[src/rtl/harmonic_pkg.sv]
// Shared definitions for the harmonic-sum datapath.
// Holds the Q3.16 fixed-point format constants and the state type used by the
// decimal formatter.
package harmonic_pkg;

  localparam int unsigned Q_INT_BITS  = 3;
  localparam int unsigned Q_FRAC_BITS = 16;
  localparam int unsigned Q_WIDTH     = Q_INT_BITS + Q_FRAC_BITS;

  // 1.0 in Q3.16
  localparam logic [Q_WIDTH-1:0] Q_ONE = 19'h10000;

  typedef enum logic [1:0] {
    IDLE    = 2'd0,
    CONVERT = 2'd1,
    DONE    = 2'd2
  } fmt_state_t;

endpackage

[src/rtl/frac_mul10.sv]
// Combinational multiply-by-ten step for fraction-to-decimal conversion.
// Ports:
//   frac      - current binary fraction (FRAC_BITS wide)
//   digit     - integer carry-out of frac*10, always 0..9
//   frac_next - remaining fraction after removing that digit
module frac_mul10 #(
  parameter int unsigned FRAC_BITS = 16
) (
  input  logic [FRAC_BITS-1:0] frac,
  output logic [3:0]           digit,
  output logic [FRAC_BITS-1:0] frac_next
);

  logic [FRAC_BITS+3:0] frac_ext;
  logic [FRAC_BITS+3:0] prod;

  always_comb begin
    frac_ext  = {4'b0000, frac};
    // x*10 = x*8 + x*2
    prod      = (frac_ext << 3) + (frac_ext << 1);
    digit     = prod[FRAC_BITS+3:FRAC_BITS];
    frac_next = prod[FRAC_BITS-1:0];
  end

endmodule

[src/rtl/harmonic_dec_formatter.sv]
// Converts an unsigned fixed-point value (INT_BITS.FRAC_BITS) into one integer
// digit and FRAC_DIGITS truncated BCD fraction digits, one digit per clock.
// Ports:
//   clk, reset  - clock and synchronous active-high reset
//   start       - conversion request, only honoured while idle
//   value       - fixed-point input, captured when start is accepted
//   busy        - high while converting or presenting the result
//   done        - one-cycle pulse when int_digit/frac_digits are updated
//   int_digit   - integer part, zero-extended to 4 bits
//   frac_digits - BCD fraction, tenths in the top nibble
module harmonic_dec_formatter
  import harmonic_pkg::*;
#(
  parameter int unsigned FRAC_DIGITS = 4,
  parameter int unsigned FRAC_BITS   = 16,
  parameter int unsigned INT_BITS    = 3
) (
  input  logic                        clk,
  input  logic                        reset,
  input  logic                        start,
  input  logic [INT_BITS+FRAC_BITS-1:0] value,
  output logic                        busy,
  output logic                        done,
  output logic [3:0]                  int_digit,
  output logic [4*FRAC_DIGITS-1:0]    frac_digits
);

  localparam int unsigned DigW = 4 * FRAC_DIGITS;
  localparam logic [2:0]  LastCnt = 3'(FRAC_DIGITS - 1);

  fmt_state_t           state_q, state_d;
  logic [INT_BITS-1:0]  int_q, int_d;
  logic [FRAC_BITS-1:0] frac_q, frac_d;
  logic [DigW-1:0]      shift_q, shift_d;
  logic [2:0]           cnt_q, cnt_d;
  logic                 busy_q, busy_d;
  logic                 done_q, done_d;
  logic [3:0]           int_digit_q, int_digit_d;
  logic [DigW-1:0]      frac_digits_q, frac_digits_d;

  logic [3:0]           step_digit;
  logic [FRAC_BITS-1:0] step_frac;

  frac_mul10 #(
    .FRAC_BITS (FRAC_BITS)
  ) u_frac_mul10 (
    .frac      (frac_q),
    .digit     (step_digit),
    .frac_next (step_frac)
  );

  always_comb begin
    state_d       = state_q;
    int_d         = int_q;
    frac_d        = frac_q;
    shift_d       = shift_q;
    cnt_d         = cnt_q;
    busy_d        = busy_q;
    done_d        = 1'b0;
    int_digit_d   = int_digit_q;
    frac_digits_d = frac_digits_q;

    unique case (state_q)
      IDLE: begin
        if (start) begin
          state_d = CONVERT;
          int_d   = value[INT_BITS+FRAC_BITS-1:FRAC_BITS];
          frac_d  = value[FRAC_BITS-1:0];
          shift_d = '0;
          cnt_d   = '0;
          busy_d  = 1'b1;
        end
      end
      CONVERT: begin
        frac_d        = step_frac;
        // New digit enters at the bottom; earlier (more significant) digits move up.
        shift_d[3:0]  = step_digit;
        for (int unsigned i = 1; i < FRAC_DIGITS; i++) begin
          shift_d[4*i +: 4] = shift_q[4*(i-1) +: 4];
        end
        cnt_d = cnt_q + 3'd1;
        if (cnt_q == LastCnt) begin
          state_d       = DONE;
          done_d        = 1'b1;
          // Publish only the complete result so outputs never show partial digits.
          int_digit_d   = 4'(int_q);
          frac_digits_d = shift_d;
        end
      end
      DONE: begin
        state_d = IDLE;
        busy_d  = 1'b0;
      end
      default: begin
        state_d = IDLE;
        busy_d  = 1'b0;
      end
    endcase
  end

  always_ff @(posedge clk) begin
    if (reset) begin
      state_q       <= IDLE;
      int_q         <= '0;
      frac_q        <= '0;
      shift_q       <= '0;
      cnt_q         <= '0;
      busy_q        <= 1'b0;
      done_q        <= 1'b0;
      int_digit_q   <= '0;
      frac_digits_q <= '0;
    end else begin
      state_q       <= state_d;
      int_q         <= int_d;
      frac_q        <= frac_d;
      shift_q       <= shift_d;
      cnt_q         <= cnt_d;
      busy_q        <= busy_d;
      done_q        <= done_d;
      int_digit_q   <= int_digit_d;
      frac_digits_q <= frac_digits_d;
    end
  end

  assign busy        = busy_q;
  assign done        = done_q;
  assign int_digit   = int_digit_q;
  assign frac_digits = frac_digits_q;

endmodule

[config.mk]
export PLATFORM = sky130hd
export DESIGN_NAME = harmonic_dec_formatter
export DESIGN_NICKNAME = d
export VERILOG_FILES = /design/src/rtl/harmonic_pkg.sv /design/src/rtl/frac_mul10.sv /design/src/rtl/harmonic_dec_formatter.sv
export SDC_FILE = /design/constraint.sdc
export NUM_CORES = 1
export LEC_CHECK = 0
export CAP_MARGIN = 20
export CORE_MARGIN = 2
export CORE_UTILIZATION = 58
export DETAILED_ROUTE_END_ITERATION = 12
export MAX_ROUTING_LAYER = met4
export PLACE_DENSITY = 0.95
export SLEW_MARGIN = 5
export SYNTH_ARGS = -nofsm -noshare
export SYNTH_HDL_FRONTEND = slang
export SYNTH_SLANG_ARGS = --single-unit
[constraint.sdc]
create_clock -name clk -period 4.2 [get_ports clk]
set_input_delay 0.42 -clock clk [delete_from_list [all_inputs] [get_ports clk]]
set_output_delay 0.42 -clock clk [all_outputs]
set_load 0.02 [all_outputs]
==> summary.txt <==
Status
  • Status: completed

Route
  • Violation count after the first detailed-route iteration: 289
  • Post-Route WL: 7445 µm
  • Drt pass-1 iters: 5
  • Wire per inst: 15.77 µm
  • Routed vias/inst: 6.136
  • Antenna-violating nets left: 0
  • DRC Markers: 0
  • Routed vias: 2896

Power and ir drop
  • LEAKAGE: 0.001295 µW
  • IR drop worst, VDD: 0.0002933 V
  • Tot Pwr: 1319 µW
  • Pwr/cell area: 373.2 nW/µm²

Finish
  • Final core occ: 0.7340
  • Antenna cells: 0
  • Final Non-Filler Cells: 472
  • Layout cells sized above 1: 0.06667
  • Layout area overhead: 20.15%
  • Nets@finish: 439
  • Fillers: 356

Global routing
  • GR Overflow Total: 0
  • Largest net degree at the start of global routing: 57
  • Vias in the first global route: 2862
  • First-pass GRT wire length: 12490 µm
  • GRT Overall Usage: 0.3019
  • Initial antenna violation count: 0

STA
  • TNS Setup: 0 ns
  • Hold WS: 0.4511 ns
  • Max_slew headroom: 0.2833
  • Max-slew violations: 0
  • Final period util: 0.5722
  • Final Hold Fails: 0
  • Max Freq: 416.1 MHz
  • Fin crit period: 2.403 ns
  • Worst Skew: 0.005825 ns
  • Worst slew pin tran: 1.070 ns
  • RSZ-0062 raised after global routing: false
  • Final-report setup violation count: 0

Synthesis
  • Synth Instances: 369
  • Most common cell in the netlist: nand2_1
  • Syn avg cell area: 7.975 µm²
  • Syn nets: 408
  • Top cells by count, synth: nand2_1, dfxtp_1, a21oi_1
  • Leading register cell type out of synthesis: dfxtp_1
  • Synth Warn #: 0
  • Syn Std Cell Area: 2943 µm²
  • Fraction of registers with async set/reset: 0
  • Register area share after synthesis: 0.3878
  • Top-area cell type share of the netlist area: 0.3878
  • Top cell type by total area after synthesis: dfxtp_1
  • Cell variety after synth: 53
  • Synth top area cells: dfxtp_1, nand2_1, a21oi_1
  • Synth Register Bits: 57
  • EDFF count, synth: 0

Worst setup path
  • Critical path class: flip-flop to flip-flop
  • Crit path buf inv count: 0
  • Crit path max-delay family: compound AO/OA/AOI/OAI gates
  • CP max-delay cell: a211oi_1
  • Worst EP required: 4.45 ns
  • CP Cell Sequence: ha_1, fa_1, a211oi_1, nor3_2, o22ai_4, xnor2_1, a2111oi_2
  • Worst Path Arrival: 2.65 ns
  • Startpoint Class: flip-flop
  • Worst path max stage delay: 0.48 ns
  • Crit Path Max Fanout: 7
  • Crit. End Element: flip-flop

Clock tree
  • CTS tree: yes
  • Post-CTS Hold Buffers: 0
  • H-Tree Depth: 3
  • CTS max path bufs: 2
  • Reg clk slew, reported paths: 0.07 ns
  • CTS Buf Count: 9
  • Post-CTS setup buffers: 0
  • Resized Gates After CTS: 0
  • Clock insertion delay at the later pin of the skew report: 0.35 ns
  • CTS Sinks: 57
  • CTS Root Cell: clkbuf_8

Floorplan
  • Die H: 75.23 µm
  • Starting Density: 0.6109
  • Core area: 4817 µm²
  • Die area: 5660 µm²
  • FP Rows: 25
  • Die width: 75.23 µm
  • # IOs: 44

Placement
  • Port Buffers: 42
  • HPWL after DPL: 4920 µm
  • Cells after DPL: 455
  • Final Wtd Congestion: 0.8758

Run
  • Number of max-cap violations: 0

Worst hold path
  • Worst min path class: flip-flop to flip-flop
-- cells in the final DEF (no fill, tap or decap), types with 2 or more instances in the layout --
cell type,Yosys,routed
xor2_1,2,2
o21ai_1,6,6
a21oi_1,50,50
xnor2_1,5,5
dfxtp_1,57,57
a22oi_1,4,4
clkbuf_8,0,10
inv_1,7,7
clkdlybuf4s50_1,0,41
o22ai_1,2,2
o2111ai_1,2,2
nor2b_1,2,2
a31oi_1,3,3
nor3b_1,3,3
nor2_1,31,31
nand2_1,68,68
o21ai_0,9,9
a21o_1,3,3
nand3b_1,3,3
o21a_1,3,3
o21bai_1,5,5
nor3_1,9,9
ha_1,16,16
a311oi_1,6,6
nand2b_1,4,4
a211oi_1,5,5
mux2i_1,2,2
o211ai_1,3,3
clkinvlp_4,0,4
nand4_1,2,2
nand3_1,13,13
-- final timing paths --
| check | depth (start not counted) | from | end | slack (ns) |
|---|---|---|---|---|
| hold / removal | 2 | shift_q[8] | frac_digits[12] | 0.45 |
| setup reg to reg | 7 | frac_q[0] | frac_q[11] | 1.80 |
| setup / recovery | 7 | frac_q[0] | frac_q[11] | 1.80 |
| hold reg to reg | 2 | shift_q[8] | frac_digits[12] | 0.45 |
-- where the power goes --
part	internal (µW)	switching, µW	leakage, µW
clock	229	238	0.0000805
combinational	107	154	0.000750
sequential	565	26.8	0.000464
total	900	419	0.00129
-- routing by layer --
metal | track usage | share of wire | up-vias
met5 | - | 0 | -
met4 | 0.1793 | 0.036 | 0
met3 | 0.07363 | 0.083 | 32
met2 | 0.4678 | 0.47 | 143
met1 | 0.3543 | 0.42 | 1345
li1 | - | - | 1376
-- worst reg2reg max path, stage by stage (launching register included) --
cell,delay [ns]
dfxtp_1,0.33
ha_1,0.25
fa_1,0.45
a211oi_1,0.48
nor3_2,0.12
o22ai_4,0.22
xnor2_1,0.12
a2111oi_2,0.34
-- final cells by class --
| class | count | area (µm²) | share of cell area |
|---|---|---|---|
| Multi-Input combinational cell | 281 | 1669 | 0.4720 |
| Sequential cell | 57 | 1141 | 0.3227 |
| Timing Repair Buffer | 44 | 434.2 | 0.1228 |
| Clock buffer | 10 | 137.6 | 0.03892 |
| Tap cell | 67 | 83.83 | 0.02371 |
| Clock inverter | 6 | 43.79 | 0.01239 |
| Inverter | 7 | 26.28 | 0.007431 |
-- cell families after synthesis --
kind of cell | count (synthesis) | synth area share
AND/OR/NAND/NOR | 142 | 0.2151
AO/OA/AOI/OAI | 112 | 0.2483
flip-flops | 57 | 0.3878
buffers and inverters | 31 | 0.04507
adder cells (fa/ha/maj) | 17 | 0.07483
XOR/XNOR | 7 | 0.02083
multiplexers | 2 | 0.006803
other | 1 | 0.001274
-- flip-flops by register name, indices dropped and copies added (netlist names) --
signal / cells
frac_q: 16
state_q: 2
shift_q: 12
cnt_q: 3
done: 1
busy: 1
int_digit: 3
frac_digits: 16
int_q: 3
-- stage by stage --
stage	cell area [µm²]	setup slack [ns]
2_1_floorplan	2943	2.121
4_1_cts	3525	1.852
5_1_grt	3536	1.631
3_3_place_gp	3343	1.889
3_5_place_dp	3343	1.810
6_report	3536	1.797
No activity file was read; power rests on OpenSTA's default activity.
